### config.mk
export PLATFORM = sky130hd
export DESIGN_NAME = regfile_scoreboard_flat
export DESIGN_NICKNAME = d
export VERILOG_FILES = /design/src/rtl/regfile_scoreboard_if.sv /design/src/rtl/regfile_scoreboard.sv /design/src/flat_wrapper.sv
export SDC_FILE = /design/constraint.sdc
export NUM_CORES = 1
export LEC_CHECK = 0
export CORE_UTILIZATION = 45
export DETAILED_ROUTE_END_ITERATION = 10
export PLACE_DENSITY = 0.68
export SETUP_SLACK_MARGIN = 0.3
export SYNTH_ARGS = -nofsm -noshare
export SYNTH_HDL_FRONTEND = slang
export SYNTH_SLANG_ARGS = --single-unit
### constraint.sdc
create_clock -name clk_i -period 5.1 [get_ports clk_i]
set_input_delay 1.53 -clock clk_i [delete_from_list [all_inputs] [get_ports clk_i]]
set_output_delay 1.53 -clock clk_i [all_outputs]
set_load 0.05 [all_outputs]
### src/rtl/regfile_scoreboard_if.sv
// Decode/writeback handshake bundle for regfile_scoreboard.
// SCOREBOARD_STATS_EN adds the stall_cnt_o statistics output.
interface regfile_scoreboard_if;
  localparam int unsigned ADDR_W = 5;
  localparam int unsigned NUM_REGS = 32;
  localparam int unsigned STAT_W = 32;

  logic              issue_valid_i;
  logic              issue_rd_wren_i;
  logic [ADDR_W-1:0] issue_rd_addr_i;
  logic [ADDR_W-1:0] rs1_addr_i;
  logic [ADDR_W-1:0] rs2_addr_i;
  logic              rs1_used_i;
  logic              rs2_used_i;
  logic              wb_wren_i;
  logic [ADDR_W-1:0] wb_rd_addr_i;
  logic              flush_i;
  logic              stall_o;
  logic [NUM_REGS-1:0] busy_o;
`ifdef SCOREBOARD_STATS_EN
  logic [STAT_W-1:0] stall_cnt_o;

  modport master (
    output issue_valid_i, issue_rd_wren_i, issue_rd_addr_i,
    output rs1_addr_i, rs2_addr_i, rs1_used_i, rs2_used_i,
    output wb_wren_i, wb_rd_addr_i, flush_i,
    input  stall_o, busy_o, stall_cnt_o
  );

  modport slave (
    input  issue_valid_i, issue_rd_wren_i, issue_rd_addr_i,
    input  rs1_addr_i, rs2_addr_i, rs1_used_i, rs2_used_i,
    input  wb_wren_i, wb_rd_addr_i, flush_i,
    output stall_o, busy_o, stall_cnt_o
  );
`else
  modport master (
    output issue_valid_i, issue_rd_wren_i, issue_rd_addr_i,
    output rs1_addr_i, rs2_addr_i, rs1_used_i, rs2_used_i,
    output wb_wren_i, wb_rd_addr_i, flush_i,
    input  stall_o, busy_o
  );

  modport slave (
    input  issue_valid_i, issue_rd_wren_i, issue_rd_addr_i,
    input  rs1_addr_i, rs2_addr_i, rs1_used_i, rs2_used_i,
    input  wb_wren_i, wb_rd_addr_i, flush_i,
    output stall_o, busy_o
  );
`endif
endinterface

### src/rtl/regfile_scoreboard.sv
// Register-file scoreboard: per-register pending-write counters with RAW/overflow stall.
// Optional SCOREBOARD_STATS_EN adds a saturating stall-cycle counter (stall_cnt_o).
module regfile_scoreboard #(
  parameter int unsigned CNT_W = 2
) (
  input logic                 clk_i,
  input logic                 rst_ni,
  regfile_scoreboard_if.slave bus
);

  localparam int unsigned ADDR_W   = 5;
  localparam int unsigned NUM_REGS = 32;
  localparam int unsigned STAT_W   = 32;
  localparam logic [CNT_W-1:0] CNT_MAX = '1;
  localparam logic [CNT_W-1:0] CNT_ONE = CNT_W'(1);

  logic [CNT_W-1:0]    cnt_q [NUM_REGS];
  logic [CNT_W-1:0]    cnt_d [NUM_REGS];
  logic [NUM_REGS-1:0] inc_vec;
  logic [NUM_REGS-1:0] dec_vec;
  logic [NUM_REGS-1:0] busy;
  logic                rs1_haz;
  logic                rs2_haz;
  logic                rd_full;
  logic                stall;
  logic                accept;

  // A source is clear if unused, x0, idle, or its last pending write retires this cycle.
  function automatic logic src_hazard(
    input logic              used,
    input logic [ADDR_W-1:0] addr,
    input logic [CNT_W-1:0]  cnt,
    input logic              wb_wren,
    input logic [ADDR_W-1:0] wb_addr
  );
    logic bypass;
    bypass = wb_wren && (wb_addr == addr) && (cnt == CNT_ONE);
    return used && (addr != '0) && (cnt != '0) && !bypass;
  endfunction

  always_comb begin
    rs1_haz = src_hazard(bus.rs1_used_i, bus.rs1_addr_i, cnt_q[bus.rs1_addr_i],
                         bus.wb_wren_i, bus.wb_rd_addr_i);
    rs2_haz = src_hazard(bus.rs2_used_i, bus.rs2_addr_i, cnt_q[bus.rs2_addr_i],
                         bus.wb_wren_i, bus.wb_rd_addr_i);
    rd_full = bus.issue_rd_wren_i && (bus.issue_rd_addr_i != '0) &&
              (cnt_q[bus.issue_rd_addr_i] == CNT_MAX);
    stall   = bus.issue_valid_i && (rs1_haz || rs2_haz || rd_full);
    accept  = bus.issue_valid_i && !stall;
  end

  // Per-register increment/decrement requests; x0 never tracked, empty counters never decrement.
  always_comb begin
    inc_vec = '0;
    dec_vec = '0;
    for (int unsigned i = 1; i < NUM_REGS; i++) begin
      inc_vec[i] = accept && bus.issue_rd_wren_i && (bus.issue_rd_addr_i == ADDR_W'(i));
      dec_vec[i] = bus.wb_wren_i && (bus.wb_rd_addr_i == ADDR_W'(i)) && (cnt_q[i] != '0);
    end
  end

  always_comb begin
    for (int unsigned i = 0; i < NUM_REGS; i++) begin
      cnt_d[i] = cnt_q[i];
    end
    cnt_d[0] = '0;
    if (bus.flush_i) begin
      for (int unsigned i = 0; i < NUM_REGS; i++) begin
        cnt_d[i] = '0;
      end
    end else begin
      for (int unsigned i = 1; i < NUM_REGS; i++) begin
        if (inc_vec[i] && !dec_vec[i]) begin
          cnt_d[i] = cnt_q[i] + CNT_ONE;
        end else if (dec_vec[i] && !inc_vec[i]) begin
          cnt_d[i] = cnt_q[i] - CNT_ONE;
        end
      end
    end
  end

  always_ff @(posedge clk_i or negedge rst_ni) begin
    if (!rst_ni) begin
      for (int unsigned i = 0; i < NUM_REGS; i++) begin
        cnt_q[i] <= '0;
      end
    end else begin
      for (int unsigned i = 0; i < NUM_REGS; i++) begin
        cnt_q[i] <= cnt_d[i];
      end
    end
  end

  always_comb begin
    busy = '0;
    for (int unsigned i = 1; i < NUM_REGS; i++) begin
      busy[i] = (cnt_q[i] != '0);
    end
  end

  assign bus.stall_o = stall;
  assign bus.busy_o  = busy;

`ifdef SCOREBOARD_STATS_EN
  logic [STAT_W-1:0] stall_cnt_q;

  // Saturating count of stalled cycles; flush does not clear it.
  always_ff @(posedge clk_i or negedge rst_ni) begin
    if (!rst_ni) begin
      stall_cnt_q <= '0;
    end else if (stall && (stall_cnt_q != '1)) begin
      stall_cnt_q <= stall_cnt_q + STAT_W'(1);
    end
  end

  assign bus.stall_cnt_o = stall_cnt_q;
`endif

endmodule

### src/flat_wrapper.sv
// flat-port wrapper written by rule: the top's interface ports become plain ports
module regfile_scoreboard_flat 
#(
  parameter int unsigned CNT_W = 2
)
  (clk_i, rst_ni, bus_issue_valid_i, bus_issue_rd_wren_i, bus_issue_rd_addr_i, bus_rs1_addr_i, bus_rs2_addr_i, bus_rs1_used_i, bus_rs2_used_i, bus_wb_wren_i, bus_wb_rd_addr_i, bus_flush_i, bus_stall_o, bus_busy_o);
  regfile_scoreboard_if bus_i ();
  input logic clk_i;
  input logic rst_ni;
  input wire logic [$bits(bus_i.issue_valid_i)-1:0] bus_issue_valid_i;
  input wire logic [$bits(bus_i.issue_rd_wren_i)-1:0] bus_issue_rd_wren_i;
  input wire logic [$bits(bus_i.issue_rd_addr_i)-1:0] bus_issue_rd_addr_i;
  input wire logic [$bits(bus_i.rs1_addr_i)-1:0] bus_rs1_addr_i;
  input wire logic [$bits(bus_i.rs2_addr_i)-1:0] bus_rs2_addr_i;
  input wire logic [$bits(bus_i.rs1_used_i)-1:0] bus_rs1_used_i;
  input wire logic [$bits(bus_i.rs2_used_i)-1:0] bus_rs2_used_i;
  input wire logic [$bits(bus_i.wb_wren_i)-1:0] bus_wb_wren_i;
  input wire logic [$bits(bus_i.wb_rd_addr_i)-1:0] bus_wb_rd_addr_i;
  input wire logic [$bits(bus_i.flush_i)-1:0] bus_flush_i;
  output wire logic [$bits(bus_i.stall_o)-1:0] bus_stall_o;
  output wire logic [$bits(bus_i.busy_o)-1:0] bus_busy_o;
  assign bus_i.issue_valid_i = bus_issue_valid_i;
  assign bus_i.issue_rd_wren_i = bus_issue_rd_wren_i;
  assign bus_i.issue_rd_addr_i = bus_issue_rd_addr_i;
  assign bus_i.rs1_addr_i = bus_rs1_addr_i;
  assign bus_i.rs2_addr_i = bus_rs2_addr_i;
  assign bus_i.rs1_used_i = bus_rs1_used_i;
  assign bus_i.rs2_used_i = bus_rs2_used_i;
  assign bus_i.wb_wren_i = bus_wb_wren_i;
  assign bus_i.wb_rd_addr_i = bus_wb_rd_addr_i;
  assign bus_i.flush_i = bus_flush_i;
  assign bus_stall_o = bus_i.stall_o;
  assign bus_busy_o = bus_i.busy_o;
  regfile_scoreboard #(.CNT_W(CNT_W)) u_core (.clk_i(clk_i), .rst_ni(rst_ni), .bus(bus_i));
endmodule
==> results of run 1 <==
-- area by class of cell --
type                    instances  area (µm²)  area share, %
well taps                     168       210.2          2.924
repair buffers                118        1115          15.51
flip-flops and latches         62        1551          21.58
multi-input cells             542        3970          55.22
inverters                      11       41.29         0.5743
clock inverters                 4       45.04         0.6265
clock buffers                  12       256.5          3.568
-- worst min path at each step --
stage / startpoint / cells past startpoint / endpoint
floorplan: u_core.cnt_q[57] / 2 / u_core.cnt_q[57]
global placement: u_core.cnt_q[55] / 2 / u_core.cnt_q[55]
detailed placement: u_core.cnt_q[51] / 2 / u_core.cnt_q[51]
CTS: u_core.cnt_q[47] / 2 / u_core.cnt_q[47]
global route: u_core.cnt_q[47] / 2 / u_core.cnt_q[47]
finish: u_core.cnt_q[47] / 2 / u_core.cnt_q[47]
-- worst max-delay path, stage by stage --
cell and delay, ns:
sky130_fd_sc_hd__buf_6 0.07, sky130_fd_sc_hd__buf_8 0.12, sky130_fd_sc_hd__mux4_2 0.48, sky130_fd_sc_hd__mux2_4 0.30, sky130_fd_sc_hd__or2_1 0.23, sky130_fd_sc_hd__a21o_1 0.20, sky130_fd_sc_hd__a211oi_4 0.21, sky130_fd_sc_hd__and2_4 0.21
sky130_fd_sc_hd__nor2b_4 0.04, sky130_fd_sc_hd__buf_6 0.14
-- per-layer routing --
metal / vias to the layer above / wire, µm / global-route usage (%)
li1: 2661 / - / -
met1: 2959 / 8706 / 43.62
met2: 280 / 9019 / 49.17
met3: 36 / 1638 / 7.464
met4: 0 / 386 / 10.48
met5: - / 0 / 0
-- Yosys cell counts (all sizes together), types with 17 or more instances --
cell | instances | area, µm²
a21oi | 34 | 170.2
and2 | 33 | 206.5
clkbuf | 40 | 150.1
dfrtp | 62 | 1551
mux4 | 26 | 585.6
nand2 | 43 | 161.4
nand3 | 36 | 180.2
nand4 | 25 | 156.4
nor2 | 50 | 187.7
nor2b | 19 | 118.9
o2111ai | 17 | 148.9
o21ai | 27 | 135.1
or2 | 29 | 181.4
-- report_power, final --
group          leakage (µW)  switching (µW)  internal [µW]
Combinational       0.00187             165            103
Sequential         0.000866            2.60            494
Clock              0.000152             231            402
-- cells by family (layout without fill, tap and decap cells) --
kind of cell    after synthesis  in the layout  share of synthesized area, %
compound gates              157            157                         19.34
xor+xnor                     32             32                         4.922
mux                          49             49                         14.52
simple gates                303            303                         28.96
flops                        62             62                         27.25
other cells                   1              1                       0.06586
buf+inv                      67            145                         4.944
-- what timing repair did --
item,in CTS,in global routing
cloned,1,0
gates resized for setup,53,2
endpoints found under the hold margin,0,0
setup endpoints to repair,1,1
pin swaps,16,3
buffers inserted,5,0
-- through the flow --
stage               power (µW)  instance area [µm²]  util (%)
global placement         749.3                 6700     55.09
finish                    1397                 7189     59.12
global route              1440                 7189     59.12
detailed placement       753.2                 6700     55.09
CTS                       1398                 7186     59.08
floorplan                649.3                 5734         -
==> metrics.cfg, run 1 <==
[status]
run_status = finished, final reports clean

[cells_and_area]
num-nets-final = 772
filler_cell_count = 1103
final_layout_size_suffix_gt1_share_pct = 22.03
post_layout_cell_count = 917
largest_registers = u_core.cnt_q x62
num_antenna_cells = 0
final_common_cell = sky130_fd_sc_hd__dfrtp_1
largest_reg_flops = 62
largest_register = u_core.cnt_q
layout.cells.most_common_list = sky130_fd_sc_hd__dfrtp_1 (62), sky130_fd_sc_hd__nor2_1 (49), sky130_fd_sc_hd__buf_4 (48)
p_r_area_growth_vs_syn_pct = 26.26

[sta]
normalized_max_slew_margin_pct = 42.84
post-route-period-util_pct = 99.56
fin_worst_skew_ns = 0.005169
grt_setup_unrepaired = yes
tightest_slew_ns = 0.8574
final.min_clock_period_ns = 5.078
finalHoldWorstSlack_ns = 0.6393
final_slew_viol_count = 0
final.setup.tns_ns = 0
highest_clock_rate_mhz = 196.9
number_of_endpoints_failing_setup_at_the_final_stage = 0
hold_viol_final = 0
setup_slack_ns = 0.02240

[routing]
drt_iter0_markers = 646
drt_drc_violations_left = 0
drtPass1Iterations = 5
viasPerCell = 6.473
route.vias.total = 5936
detail-route-antenna-nets = 0
wl_per_cell_um = 21.54
routed_wirelength_mm = 19.75

[global_routing]
global_route_wire_length_before_repair_mm = 31.33
grt-ovfl-total = 0
first_global_vias = 5760
groute.usage.overall_pct = 31.75
grt_antenna_before_repair = 0
grt_max_degree = 56

[clocking]
hold_buffers = 0
cts_buffer_depth = 2
cts-htree-levels = 3
worst_setup_hold_path_clk_slew_ns = 0.05
clock_latency_ns = 0.35
tritoncts = done
root_buffer = sky130_fd_sc_hd__clkbuf_16
cts.sinks = 62
numCtsBuffers = 9

[logic_synthesis]
ys_types = 59
number_of_nets_in_the_synthesized_netlist = 699
ys.flop_type = sky130_fd_sc_hd__dfrtp_1
synth-seq-cells = 62
yosysSeqAreaShare_pct = 27.25
synthesis.yosys.warnings = 0
synth-edff-count = 0
postSynthAreaPerCell_um2 = 8.486
ys_async_sr_fraction_pct = 100.0
syn-cell-area_um2 = 5694
synthesized_instance_count = 671

[worst_setup_path]
critPathLaunch = bus_rs1_addr_i[0]
worstRegToRegCells = 9
cp.required_ns = 3.57
critPathMaxFanout = 6
timing.rr.end = u_core.cnt_q[41]
critical_path_class = in2out
timing.critical_path.from_type = input port
critical_path_arrival_ns = 3.55
r2r_setup_slack_ns = 1.75
crit_path_end = bus_stall_o
reg2reg_from = u_core.cnt_q[27]
critPathCaptureType = output pin

[die]
floorplan.core_area_um2 = 12160
initial_core_util_pct = 46.82
design.die.area_um2 = 13110
fp.dieH_um = 114.5
std_cell_rows = 40
die-width_um = 114.5
number_of_top_level_design_ports = 61

[worst_hold_path]
hold_path_class = reg2reg

[power]
vdd.ir_drop.worst_uv = 143.4
cellPowerDensity_nw_per_um2 = 194.3
leakage_uw = 0.002892

[place]
placed_cells_incl_taps = 895
gp_routability_congestion = 0.9484
io_buffer_count = 59
dp_hpwl_mm = 14.38
pre_cts_slack_ns = -0.4736

[job]
maxCapViolCount = 0

No activity file was read; power rests on OpenSTA's default activity.
==> run 2: changes to the inputs <==
SETUP_SLACK_MARGIN = not set   (was 0.3)
==> run 2 against run 1 <==
  * Clock skew about the same
  * Sequential share of layout area fell by 0.12 points
  * Sequential power is essentially flat
  * Flip-flop and latch count stayed put
  * Clock power is essentially flat
  * Via count decreased by 0.42%
  * Core utilization up 0.33 points
  * Power increased by 0.20%
  * Maximum frequency is 0.91% higher
  * Critical endpoint unchanged
==> metrics.cfg, run 2 (synthesis results as in run 1) <==
[sta]
hold_viol_final = 0
finalHoldWorstSlack_ns = 0.6355
setup_slack_ns = 0.06796
post-route-period-util_pct = 98.67
final_slew_viol_count = 0
final.min_clock_period_ns = 5.032
normalized_max_slew_margin_pct = 42.50
fin_worst_skew_ns = 0.005566
highest_clock_rate_mhz = 198.7
final.setup.tns_ns = 0
number_of_endpoints_failing_setup_at_the_final_stage = 0
tightest_slew_ns = 0.8624

[cells_and_area]
final_common_cell = sky130_fd_sc_hd__dfrtp_1
final_layout_size_suffix_gt1_share_pct = 22.53
largest_registers = u_core.cnt_q x62
largest_register = u_core.cnt_q
p_r_area_growth_vs_syn_pct = 26.96
largest_reg_flops = 62
layout.cells.most_common_list = sky130_fd_sc_hd__dfrtp_1 (62), sky130_fd_sc_hd__nor2_1 (49), sky130_fd_sc_hd__buf_4 (48)
num-nets-final = 773
final_core_utilization_pct = 59.44
num_antenna_cells = 0
filler_cell_count = 1104
post_layout_cell_count = 918

[worst_setup_path]
dominant_delay_contributor_by_cell_family_on_the_critical_path = simple AND/OR/NAND/NOR gates
critPathCaptureType = output pin
critical_path_arrival_ns = 3.50
critical_path_class = in2out
timing.critical_path.buf_inv = 2
cp.required_ns = 3.57
cpPeakStageDelay_ns = 0.55
timing.critical_path.from_type = input port
critical_path.cell_chain = clkdlybuf4s50_1 > or4_4 > o21ai_2 > nor4_4 > a211oi_4 > and2_4 > nor2b_4 > buf_6
critical-path-slowest-cell = sky130_fd_sc_hd__or4_4
critPathMaxFanout = 2
crit_cells = 8
worstRegToRegCells = 9

[die]
number_of_top_level_design_ports = 61
std_cell_rows = 40
design.die.area_um2 = 13110
floorplan.core_area_um2 = 12160
die-width_um = 114.5
initial_core_util_pct = 46.82
fp.dieH_um = 114.5

[power]
power.internal_uw = 1000
share_clk_of_total_power_pct = 45.3
part_of_the_power_in_registers_pct = 35.5
cellPowerDensity_nw_per_um2 = 193.6
vdd.ir_drop.worst_uv = 143.1
leakage_uw = 0.002931
pwr-share-comb_pct = 19.2
p_sw_uw = 399.2
netSwitchingFraction_pct = 28.53

[routing]
drt_iter0_markers = 601
drt_drc_violations_left = 0
viasPerCell = 6.439
route.vias.total = 5911
wl_per_cell_um = 21.51
routed_wirelength_mm = 19.75
drtPass1Iterations = 6
detail-route-antenna-nets = 0

[global_routing]
global_route_wire_length_before_repair_mm = 31.35
grt-ovfl-total = 0
grt_antenna_before_repair = 0
groute.usage.overall_pct = 31.77
grt_max_degree = 56
first_global_vias = 5751

[worst_hold_path]
worstHoldPathCells = 2
hold_path_class = reg2reg

[clocking]
tritoncts = done
cts-htree-levels = 3
hold_buffers = 0
numCtsBuffers = 9
clock_latency_ns = 0.35
root_buffer = sky130_fd_sc_hd__clkbuf_16
cts.sinks = 62
worst_setup_hold_path_clk_slew_ns = 0.05
cts_buffer_depth = 2

[status]
run_status = finished, final reports clean

[job]
maxCapViolCount = 0

[place]
io_buffer_count = 59
placed_cells_incl_taps = 895
dp_hpwl_mm = 14.38
pre_cts_slack_ns = -0.4736
gp_routability_congestion = 0.9484

[run 2: per-stage QoR]
step | area (µm²) | power, µW
3_3_place_gp | 6700 | 749.3
4_1_cts | 7177 | 1398
6_report | 7229 | 1399
2_1_floorplan | 5734 | 649.3
5_1_grt | 7229 | 1442
3_5_place_dp | 6700 | 753.2
[run 2: routing by layer]
layer | GRT usage [%] | share of wire (%)
met5 | 0 | 0
met4 | 10.48 | 2.1
met3 | 7.464 | 8.8
met2 | 49.17 | 46
met1 | 43.69 | 44
[run 2: worst reg2reg max path, cell delays in order (launching register included)]
cell                        delay, ns
sky130_fd_sc_hd__dfrtp_1         0.47
sky130_fd_sc_hd__mux4_2          0.48
sky130_fd_sc_hd__mux2_4          0.30
sky130_fd_sc_hd__or2_1           0.21
sky130_fd_sc_hd__a21o_1          0.18
sky130_fd_sc_hd__a211oi_4        0.24
sky130_fd_sc_hd__and2_4          0.21
sky130_fd_sc_hd__buf_4           0.50
sky130_fd_sc_hd__a311oi_1        0.20
sky130_fd_sc_hd__a2111oi_1       0.41
[run 2: path summary, 6_finish.rpt]
check	from	end	slack, ns
max	bus_rs2_addr_i[4]	bus_stall_o	0.07
max reg2reg	u_core.cnt_q[31]	u_core.cnt_q[41]	1.76
min reg2reg	u_core.cnt_q[47]	u_core.cnt_q[47]	0.64
max in group asynchronous	rst_ni	u_core.cnt_q[1]	2.95
min in group asynchronous	rst_ni	u_core.cnt_q[44]	1.24
min	u_core.cnt_q[47]	u_core.cnt_q[47]	0.64
[run 2: repair_timing]
action / in CTS / in global routing
resized for setup: 44 / 16
gates cloned: 1 / 0
pin swaps: 13 / 12
setup endpoints to repair: 1 / 1
setup buffers: 5 / 2
[run 2: final cells by class]
cell class                      instances  area (µm²)  area share [%]
Tap cell                              168       210.2           2.908
Sequential cell                        62        1551           21.46
Clock inverter                          4       45.04          0.6231
Inverter                               11       41.29          0.5711
Timing Repair Buffer                  119        1135           15.70
Multi-Input combinational cell        542        3990           55.19
Clock buffer                           12       256.5           3.548
[run 2: power groups by stage]
stage          logic (µW)  registers [µW]  clock network, µW
6_report              269             496                634
2_1_floorplan         146             504                  0
3_5_place_dp          249             505                  0
4_1_cts               264             496                638
5_1_grt               285             496                662
3_3_place_gp          245             504                  0
==> patch: new RTL, flow settings as in run 2 <==
`CNT_W` is set to 2 in 2 places; all go to 4.
--- a/src/rtl/regfile_scoreboard.sv
+++ b/src/rtl/regfile_scoreboard.sv
@@ -1,7 +1,7 @@
 // Register-file scoreboard: per-register pending-write counters with RAW/overflow stall.
 // Optional SCOREBOARD_STATS_EN adds a saturating stall-cycle counter (stall_cnt_o).
 module regfile_scoreboard #(
-  parameter int unsigned CNT_W = 2
+  parameter int unsigned CNT_W = 4
 ) (
   input logic                 clk_i,
   input logic                 rst_ni,
--- a/src/flat_wrapper.sv
+++ b/src/flat_wrapper.sv
@@ -1,7 +1,7 @@
 // flat-port wrapper written by rule: the top's interface ports become plain ports
 module regfile_scoreboard_flat 
 #(
-  parameter int unsigned CNT_W = 2
+  parameter int unsigned CNT_W = 4
 )
   (clk_i, rst_ni, bus_issue_valid_i, bus_issue_rd_wren_i, bus_issue_rd_addr_i, bus_rs1_addr_i, bus_rs2_addr_i, bus_rs1_used_i, bus_rs2_used_i, bus_wb_wren_i, bus_wb_rd_addr_i, bus_flush_i, bus_stall_o, bus_busy_o);
   regfile_scoreboard_if bus_i ();
Formal check against the unedited RTL: not equivalent (a bounded check fails within 4 cycles, from zero or initial values and one cycle with rst_ni low).
==> patch against run 2 <==
The run now ends with setup timing left; cell area grew to 2.7 times the old value; routed wire length grew to 2.8 times the old value; sequential cell count increased by 62; area after synthesis rose to 2.7 times the old value; clock power grew 110%; sequential power rose by 100%; sequential share of layout area is 5.7 points lower; register-to-register slack got worse by 950 ps; worst setup slack got worse by 120 ps; power grew 110%; non-clock buffer count grew 220; largest cell class unchanged.
==> patch: results (changes against run 2) <==
* Root Buffer: clkbuf_16 (unchanged)
* Sequential area share after synthesis at 0.2008 (was 0.2725)
* Detailed placement HPWL at 40.71 mm (was 14.38 mm)
* Crit-path slowest cell: or3_4 (was or4_4)
* Worst Path Arrival at 3620 ps (was 3500 ps)
* H-tree levels at 4 (was 3)
* Post-synthesis mux area share at 0.08876 (was 0.1452)
* Iteration-0 DRC count of the detailed router at 1652 (was 601)
* Outcome: finished with violations (was completed)
* Clock power share at 0.451 (was 0.453)
* Skew-Pair Late Insertion Delay at 450 ps (was 350 ps)
* Worst stage delay on the critical path at 420 ps (was 550 ps)
* DRT Pass-1 Iters at 6 (unchanged)
* Hold Path Class: flip-flop to flip-flop (unchanged)
* Net switching power at 0.9072 mW (was 0.3992 mW)
* Post-CTS Setup Bufs at 21 (was 5)
* Violated checks: setup timing
* Resize count post-CTS at 89 (was 44)
* Crit path max fanout at 7 (was 2)
* Largest net degree at the start of global routing at 161 (was 56)
* Final wirelength at 54.73 mm (was 19.75 mm)
* Total track usage at 0.3087 (was 0.3177)
* Share of post-route cells with drive strength above 1 at 0.2308 (was 0.2253)
* Synth cell types at 75 (was 59)
* Final worst slack at -52.30 ps (was 67.96 ps)
* CP top delay family: compound AO/OA/AOI/OAI gates (was simple AND/OR/NAND/NOR gates)
* Cts bufs inserted at 17 (was 9)
* Clock Pin Slew Worst Setup and Hold Paths at 70 ps (was 50 ps)
* GPL Wtd Cong at 0.9738 (was 0.9484)
* Vias in the first global route at 15636 (was 5751)
* Post-synthesis compound-gate area fraction at 0.1873 (was 0.1934)
* First-pass GRT wire length at 85.62 mm (was 31.35 mm)
* Vias/cell at 6.368 (was 6.439)
* Setup violators final at 1 (was 0)
* Clock skew at 11.52 ps (was 5.566 ps)
* Max VDD drop at 0.2519 mV (was 0.1431 mV)
* Slew headroom at 0.3420 (was 0.4250)
* Fillers at 2873 (was 1104)
* Top post-synthesis cells by area: dfrtp_1 20%, mux4_2 6.0%, nor3_1 5.6%, nor2_1 5.4%, ha_1 5.0% (was dfrtp_1 27%, mux4_2 10%, and2_1 3.6%, nor2_1 3.3%, nand3_1 3.2%)
* Leak at 8.568 nW (was 2.931 nW)
* Post-Synth Adder-Cell Area at 0.09038 (was 0)
* Most common library cells after synthesis: 223 x nor2_1, 172 x nor3_1, 159 x nand2_1 (was 62 x dfrtp_1, 50 x nor2_1, 43 x nand2_1)
* Synth Area in XOR/XNOR at 0.05531 (was 0.04922)
* Post-Syn Nets at 2041 (was 699)
* Largest registers: u_core.cnt_q x124 (was u_core.cnt_q x62)
* Final nets at 2254 (was 773)
[patch: changes by cell type after synthesis, sizes merged, moves of 35 or more]
cell     change
nor2       +173
nor3       +156
nand2      +116
inv         +88
nand3       +84
nand2b      +75
dfrtp       +62
ha          +62
clkbuf      +47
buf         +42
a2111oi     +40
and3        +37
o211ai      +35
[patch: layer usage]
layer,vias up,track usage,wire (um)
met1,8044,0.3914,22220
met4,0,0.1671,2955
met3,171,0.05685,4142
met5,-,0,0
met2,769,0.4977,25420
li1,7527,-,-
[patch: final timing paths]
check	from	end	slack [ps]	depth (start not counted)
max	bus_rs2_addr_i[1]	bus_stall_o	-50	11
min	u_core.cnt_q[51]	u_core.cnt_q[51]	650	3
max reg2reg	u_core.cnt_q[29]	u_core.cnt_q[77]	810	15
min reg2reg	u_core.cnt_q[51]	u_core.cnt_q[51]	650	3
max in group asynchronous	rst_ni	u_core.cnt_q[9]	3180	2
min in group asynchronous	rst_ni	u_core.cnt_q[102]	1060	1
[patch: cell type report]
cell class | instances | share of cell area
Clock buffer | 19 | 0.02248
Multi-Input combinational cell | 1552 | 0.6100
Clock inverter | 12 | 0.008698
Inverter | 99 | 0.01911
Timing Repair Buffer | 339 | 0.1538
Sequential cell | 124 | 0.1575
Tap cell | 448 | 0.02844
[patch: through the flow]
stage	setup TNS, ps	setup WS [ps]	utilization	area, um^2	instances
after floorplan	-405.4	-201.4	-	15570	1920
after global placement	-42390	-702.5	0.5366	18040	2524
after detailed placement	-48780	-837.5	0.5366	18040	2524
after CTS	-24.06	-24.06	0.5704	19170	2580
after global routing	-275.4	-160.4	0.5862	19710	2593
final	-52.30	-52.30	0.5862	19710	2593
